<file path="src/rtl/bscac_pkg.sv">
// Shared constants and helpers for the BSCAC Hex7 segment path.
package bscac_pkg;

    localparam int unsigned BSCAC_NUM_SEG = 3;
    localparam int unsigned BSCAC_SEG_W   = 7;

    localparam logic [2:0] PH0 = 3'b001;
    localparam logic [2:0] PH1 = 3'b010;
    localparam logic [2:0] PH2 = 3'b100;

    function automatic logic is_onehot3(input logic [2:0] flags);
        return (flags == PH0) || (flags == PH1) || (flags == PH2);
    endfunction

endpackage

</file>
<file path="src/rtl/bscac_seg_sel.sv">
// Combinational segment selector: one-hot phase + word -> segment, index, last, legal.
module bscac_seg_sel
    import bscac_pkg::*;
#(
    parameter int unsigned SEG_W   = BSCAC_SEG_W,
    parameter int unsigned NUM_SEG = BSCAC_NUM_SEG
) (
    input  logic [2:0]               phase,
    input  logic [NUM_SEG*SEG_W-1:0] word,
    output logic [SEG_W-1:0]         seg,
    output logic [1:0]               idx,
    output logic                     last,
    output logic                     legal
);

    always_comb begin
        seg   = '0;
        idx   = 2'd0;
        last  = 1'b0;
        legal = is_onehot3(phase);
        case (phase)
            PH0: seg = word[0 +: SEG_W];
            PH1: begin
                seg = word[SEG_W +: SEG_W];
                idx = 2'd1;
            end
            PH2: begin
                seg  = word[2*SEG_W +: SEG_W];
                idx  = 2'd2;
                last = 1'b1;
            end
            default: ;
        endcase
    end

endmodule

</file>
<file path="src/rtl/bscac_seg_mux.sv">
// Word-to-segment serializer driven by the 3-phase ring controller (pend + act buffers).
// Optional illegal-phase checking is built when BSCAC_ONEHOT_CHECK_EN is defined.
module bscac_seg_mux
    import bscac_pkg::*;
#(
    parameter int unsigned SEG_W     = BSCAC_SEG_W,
    parameter int unsigned NUM_SEG   = BSCAC_NUM_SEG,
    parameter int unsigned ERR_CNT_W = 8
) (
    input  logic                     clk,
    input  logic                     rst_n,
    input  logic [2:0]               ctrl_flags,
    input  logic                     in_valid,
    output logic                     in_ready,
    input  logic [NUM_SEG*SEG_W-1:0] in_data,
    output logic                     out_valid,
    output logic [SEG_W-1:0]         out_data,
    output logic [1:0]               out_seg_idx,
    output logic                     out_last,
    output logic                     err_onehot,
    output logic [ERR_CNT_W-1:0]     err_cnt
);

    logic [NUM_SEG*SEG_W-1:0] pend_word, act_word, sel_word;
    logic                     pend_vld, act_vld;
    logic                     is_ph0, is_ph2, accept, emit;
    logic [SEG_W-1:0]         sel_seg;
    logic [1:0]               sel_idx;
    logic                     sel_last, sel_legal;

    assign is_ph0   = (ctrl_flags == PH0);
    assign is_ph2   = (ctrl_flags == PH2);
    assign in_ready = ~pend_vld | is_ph0;
    assign accept   = in_valid & in_ready;

    // At phase 0 the word being started is pend if present, else the incoming bypass word.
    assign sel_word = is_ph0 ? (pend_vld ? pend_word : in_data) : act_word;
    assign emit     = sel_legal & (is_ph0 ? (pend_vld | accept) : act_vld);

    bscac_seg_sel #(
        .SEG_W  (SEG_W),
        .NUM_SEG(NUM_SEG)
    ) u_seg_sel (
        .phase(ctrl_flags),
        .word (sel_word),
        .seg  (sel_seg),
        .idx  (sel_idx),
        .last (sel_last),
        .legal(sel_legal)
    );

    always_ff @(posedge clk or negedge rst_n) begin
        if (!rst_n) begin
            pend_word   <= '0;
            act_word    <= '0;
            pend_vld    <= 1'b0;
            act_vld     <= 1'b0;
            out_valid   <= 1'b0;
            out_data    <= '0;
            out_seg_idx <= 2'd0;
            out_last    <= 1'b0;
        end else begin
            if (is_ph0) begin
                if (pend_vld) begin
                    act_word <= pend_word;
                    act_vld  <= 1'b1;
                    pend_vld <= accept;
                    if (accept) pend_word <= in_data;
                end else if (accept) begin
                    act_word <= in_data;
                    act_vld  <= 1'b1;
                end else begin
                    act_vld <= 1'b0;
                end
            end else begin
                // Outside phase 0 accept only happens into an empty pend slot.
                if (accept) begin
                    pend_word <= in_data;
                    pend_vld  <= 1'b1;
                end
                if (is_ph2) act_vld <= 1'b0;
            end

            if (emit) begin
                out_valid   <= 1'b1;
                out_data    <= sel_seg;
                out_seg_idx <= sel_idx;
                out_last    <= sel_last;
            end else begin
                out_valid <= 1'b0;
                out_last  <= 1'b0;
            end
        end
    end

`ifdef BSCAC_ONEHOT_CHECK_EN
    always_ff @(posedge clk or negedge rst_n) begin
        if (!rst_n) begin
            err_onehot <= 1'b0;
            err_cnt    <= '0;
        end else if (!sel_legal) begin
            err_onehot <= 1'b1;
            if (err_cnt != '1) err_cnt <= err_cnt + ERR_CNT_W'(1);
        end
    end
`else
    assign err_onehot = 1'b0;
    assign err_cnt    = '0;
`endif

endmodule
</file>
<file path="config.mk">
export PLATFORM = sky130hd
export DESIGN_NAME = bscac_seg_mux
export DESIGN_NICKNAME = d
export VERILOG_FILES = /design/src/rtl/bscac_pkg.sv /design/src/rtl/bscac_seg_sel.sv /design/src/rtl/bscac_seg_mux.sv
export SDC_FILE = /design/constraint.sdc
export NUM_CORES = 1
export LEC_CHECK = 0
export ABC_CLOCK_PERIOD_IN_PS = 3500
export BUFFER_PORTS_ARGS = -buffer_cell sky130_fd_sc_hd__buf_2
export CORE_UTILIZATION = 45
export DETAILED_ROUTE_END_ITERATION = 7
export PLACE_DENSITY = 0.66
export SLEW_MARGIN = 20
export SYNTH_ARGS = -nofsm -noshare
export SYNTH_HDL_FRONTEND = slang
export SYNTH_HIERARCHICAL = 1
export SYNTH_SLANG_ARGS = --single-unit
</file>
<file path="constraint.sdc">
create_clock -name clk -period 3.5 [get_ports clk]
set_input_delay 0.7 -clock clk [delete_from_list [all_inputs] [get_ports clk]]
set_output_delay 0.7 -clock clk [all_outputs]
set_load 0.1 [all_outputs]
</file>
==> results of run 1 <==
-- per-layer routing --
metal | GRT usage | wire [µm] | vias to the layer above
met5 | 0 | 0 | -
met4 | 0.0329 | 22 | 0
met3 | 0.0336 | 157 | 2
met2 | 0.254 | 2440 | 35
met1 | 0.245 | 2810 | 937
li1 | - | - | 965
-- logic make-up (layout without fill, tap and decap cells) --
kind of cell | count (synthesis) | after routing | share of synthesized area
simple gates | 70 | 70 | 0.138
compound gates | 55 | 55 | 0.106
flops | 55 | 55 | 0.454
mux | 51 | 51 | 0.206
buf+inv | 30 | 51 | 0.0793
xor+xnor | 2 | 2 | 0.0120
fa+ha+maj | 1 | 1 | 0.00330
other cells | 1 | 9 | 0.00124
-- state kept, by name, summed over array words and instances, names as in the netlist --
name         cells
out_data         7
pend_word       21
pend_vld         1
out_valid        1
act_word        21
out_last         1
out_seg_idx      2
act_vld          1
-- worst max-delay path, stage by stage --
cell	delay [ns]
buf_2	0.26
or2b_1	0.27
or2_2	0.29
nand2_1	0.07
buf_2	0.42
-- where the power goes --
group	internal [mW]	total, mW	switching, mW
Sequential	0.809	0.902	0.0934
Clock	0.156	0.352	0.196
Combinational	0.286	0.765	0.478
Total	1.25	2.02	0.768
-- cells in the final DEF, fill, tap and decap left out, types with 3 or more instances in the layout --
cell type  count
nor3b_1        3
and2b_4        7
nor2_1        22
nand2_1       23
mux2_4        20
mux2_2        10
o21ai_0       21
mux2i_1       21
a21oi_1       22
clkbuf_8       6
buf_2         38
dfrtp_1       55
a221o_1        7
conb_1         9
nor4bb_1       6
buf_4          5
-- layout make-up --
class	instances	share of cell area
repair buffers	43	0.0702
clock inverters	1	0.00154
multi-input cells	188	0.448
clock buffers	6	0.0255
well taps	77	0.0297
inverters	1	0.00116
flip-flops and latches	55	0.424
-- path summary, 6_finish.rpt --
kind,from,end,cells after the start
min in group clk,act_word[20],act_word[20],2
hold reg to reg,act_word[20],act_word[20],2
hold / removal,rst_n,pend_word[3],1
setup reg to reg,pend_vld,out_data[0],6
setup / recovery,ctrl_flags[0],in_ready,5
max in group asynchronous,rst_n,act_word[14],2
-- stage by stage --
| step | instances | worst slack [ns] | cell area, µm² |
|---|---|---|---|
| 2_1_floorplan | 273 | 0.946 | 3060 |
| 3_3_place_gp | 364 | 0.792 | 3160 |
| 3_5_place_dp | 364 | 0.787 | 3160 |
| 4_1_cts | 371 | 0.781 | 3240 |
| 5_1_grt | 371 | 0.724 | 3240 |
| 6_report | 371 | 0.785 | 3240 |
==> results.cfg, run 1 <==
[clock_tree]
cts_sinks = 55
cts_setup_buffers = 0
clk_pin_slew_ns = 0.09
cts_buffer_depth = 2
hold_buffers = 0
cts_tree = yes
cts_buffers = 5
h-tree-depth = 2
cts-resized-gates = 0
clockRootBuffer = clkbuf_8
clk_latency_ns = 0.30

[drt]
drtIter0Drc = 101
drc = 6
route.vias.total = 1939
wl_per_cell_um = 14.6
firstDrtPassIters = 6
drt-vias-per-instance = 5.23
final_antenna_net_count = 0
totalWireLength_um = 5430

[logic_synthesis]
synth_area_leaders = dfrtp_1 (45%), mux2_4 (9.9%), mux2i_1 (6.9%)
yosysUniqueCellTypes = 36
netlist_area_um2 = 3030
synth_top_area_share = 0.454
synthArstFlopShare = 1.00
ys.flop_type = dfrtp_1
avgSynthCellArea_um2 = 11.4
synth_commonest_cells = dfrtp_1 (55), nand2_1 (23), a21oi_1 (22), nor2_1 (22)
netlist_instances = 265
ys_seq_area_frac = 0.454
synth-seq-cells = 55
synth.most_common_cell = dfrtp_1
synth-edff-count = 0
yosysTopAreaCell = dfrtp_1
yosys_warnings = 6

[cells_and_area]
syn2layout_area_growth_pct = 7.10
fillers = 610
multi_input_area_um2 = 1450
regArea_um2 = 1380
utilization = 0.505
n_antenna_cell = 0
layout-drive-gt1-share = 0.327
nets = 321

[hold_path]
min_path_type = input pin to async pin

[global_route]
overflow = 0
grt_max_degree = 43
grt_pass1_wl_um = 9450
antenna_found_initial = 0
grt_pass1_vias = 1920
track_usage = 0.166

[floorplan]
initial_core_util = 0.472
die_w_um = 84.0
die_y_um = 84.0
core_um2 = 6420
ios = 48
design.die.area_um2 = 7060
fp-row-count = 29

[timing]
period_share = 0.776
fin_crit_ns = 2.71
worst_slew_pin_slew_ns = 0.555
skew_ns = 0.00529
relSlewSlack = 0.630
final.setup.tns_ns = 0
rsz0062_at_grt = no
fmax_mhz = 368
timing.hold.ws_ns = 0.347
setup_viol = 0
drv_slew = 0
finalHoldViolations = 0

[worst_setup_path]
cp-end-kind = output port
critical_path_class = input pin to output port
crit_path_start_kind = input pin
crit_fanout = 17
r2r_slack_ns = 1.43
critPathArrivalTime_ns = 2.01
cp.required_ns = 2.80

[pwr]
p_leak_nw = 1.68
powerDensity_nw_per_um2 = 622
peakVddDrop_mv = 0.243
total_power_mw = 2.02

[placed_design]
hpwl_um = 3780
io_buffers = 38
place.gp.congestion = 0.750

[run_status]
status = finished, violations left
violations = design-rule violations

[flow_run]
drv_cap = 0
(Power assumes the default switching activity.)
==> run 2: changes to the inputs <==
--- a/config.mk
+++ b/config.mk
@@ -5,11 +5,11 @@
 export SDC_FILE = /design/constraint.sdc
 export NUM_CORES = 1
 export LEC_CHECK = 0
-export ABC_CLOCK_PERIOD_IN_PS = 3500
+export ABC_CLOCK_PERIOD_IN_PS = 2390
 export BUFFER_PORTS_ARGS = -buffer_cell sky130_fd_sc_hd__buf_2
 export CORE_UTILIZATION = 45
 export DETAILED_ROUTE_END_ITERATION = 7
-export PLACE_DENSITY = 0.66
+export PLACE_DENSITY = 0.68
 export SLEW_MARGIN = 20
 export SYNTH_ARGS = -nofsm -noshare
 export SYNTH_HDL_FRONTEND = slang
==> constraint.sdc (replaced) <==
create_clock -name clk -period 2.39 [get_ports clk]
set_input_delay 0.478 -clock clk [delete_from_list [all_inputs] [get_ports clk]]
set_output_delay 0.478 -clock clk [all_outputs]
set_load 0.1 [all_outputs]
==> run 2 against run 1 <==
Effect of this change:
- the flow still finishes with violations (design-rule violations)
- clock skew increased by 0.0018 ns
- register-to-register slack got worse by 0.95 ns
- critical path type unchanged
- cell count increased by 1.1%
==> results.cfg, run 2 (synthesis gave the netlist of run 1 again) <==
[placed_design]
hpwl_um = 3780
io_buffers = 38
place.gp.congestion = 0.751

[clock_tree]
cts_buffers = 5
cts_sinks = 55
h-tree-depth = 2
clk_pin_slew_ns = 0.10
cts_tree = yes
clockRootBuffer = clkbuf_8
cts_setup_buffers = 0
hold_buffers = 0
cts_buffer_depth = 2
cts-resized-gates = 0
clk_latency_ns = 0.30

[worst_setup_path]
crit_path_start_kind = input pin
crit_fanout = 16
timing.rr.end = out_data[0]
cpMaxStageDelayCell = or2_2
critPathArrivalTime_ns = 1.56
cp-end-kind = output port
slowest_delay_ns = 0.29
crit_buf_inv = 2
cp.required_ns = 1.91
worst_r2r_startpoint = pend_vld
r2r_slack_ns = 0.48
reg2reg_depth = 6
worstPathCellList = buf_2 > or2b_1 > or2_2 > nand2_1 > buf_12
critical_path_class = input pin to output port
crit_family = simple AND/OR/NAND/NOR gates

[timing]
relSlewSlack = 0.557
worst_slew_pin_slew_ns = 0.664
fmax_mhz = 492
drv_slew = 0
final.setup.tns_ns = 0
fin_crit_ns = 2.03
period_share = 0.851
rsz0062_at_grt = no
setup_viol = 0
skew_ns = 0.00714
finalHoldViolations = 0

[drt]
drt-vias-per-instance = 5.18
route.vias.total = 1941
totalWireLength_um = 5450
final_antenna_net_count = 0
wl_per_cell_um = 14.5
drc = 5
drtIter0Drc = 89
firstDrtPassIters = 6

[pwr]
p_leak_nw = 1.71
peakVddDrop_mv = 0.412
powerDensity_nw_per_um2 = 892

[floorplan]
design.die.area_um2 = 7060
die_w_um = 84.0
fp-row-count = 29
die_y_um = 84.0
initial_core_util = 0.472
core_um2 = 6420
ios = 48

[global_route]
grt_pass1_vias = 1952
overflow = 0
track_usage = 0.172
grt_max_degree = 43
grt_pass1_wl_um = 9650
antenna_found_initial = 0

[cells_and_area]
final_common_cell = dfrtp_1
utilization = 0.514
reg_top3 = act_word (21), pend_word (21), out_data (7)
syn2layout_area_growth_pct = 8.96
final_cell_mix = dfrtp_1 (55), buf_2 (37), nand2_1 (23)
fillers = 583
nets = 324
layout-drive-gt1-share = 0.329
n_antenna_cell = 0

[run_status]
violations = design-rule violations
status = finished, violations left

[flow_run]
drv_cap = 0

[hold_path]
min_path_type = input pin to async pin
-- run 2: worst max path at each step --
stage	from	end	cells after the start
floorplan	ctrl_flags[0]	in_ready	3
global placement	ctrl_flags[2]	out_data[0]	7
detailed placement	ctrl_flags[2]	out_data[0]	7
CTS	ctrl_flags[1]	in_ready	5
global route	ctrl_flags[1]	in_ready	5
finish	ctrl_flags[1]	in_ready	5
-- run 2: stage by stage --
stage / std cells / setup slack (ns) / hold slack [ns] / area (µm²) / total power [mW]
2_1_floorplan: 273 / 0.280 / 0.182 / 3060 / 2.26
3_3_place_gp: 367 / 0.205 / 0.462 / 3220 / 2.45
3_5_place_dp: 367 / 0.208 / 0.471 / 3220 / 2.48
4_1_cts: 375 / 0.351 / 0.211 / 3300 / 2.98
5_1_grt: 375 / 0.296 / 0.230 / 3300 / 3.14
6_report: 375 / 0.357 / 0.197 / 3300 / 2.95
-- run 2: per-layer routing --
layer,up-vias,GRT usage,routed length [µm]
li1,973,-,-
met1,936,0.250,2800
met2,30,0.269,2480
met3,2,0.0307,144
met4,0,0.0376,29
met5,-,0,0
-- run 2: report_power, final --
group	internal (mW)	switching, mW	total, mW
sequential	1.18	0.137	1.32
clock	0.207	0.283	0.490
combinational	0.431	0.703	1.13
total	1.82	1.12	2.95
-- run 2: worst register-to-register path: cells and delay by family, from the launching register on --
kind	cells	cell delay (ns)
AO/OA/AOI/OAI	2	0.37
buffers and inverters	1	0.24
multiplexers	2	0.54
flip-flops	1	0.42
AND/OR/NAND/NOR	1	0.24
-- run 2: cell type report --
class | count | area [µm²] | area share
clock inverter | 1 | 5.00 | 0.00152
inverter | 1 | 3.75 | 0.00114
multi-input combinational | 188 | 1450 | 0.440
clock buffer | 7 | 76.3 | 0.0231
tap | 77 | 96.3 | 0.0292
timing repair buffer | 46 | 290 | 0.0879
sequential | 55 | 1380 | 0.417
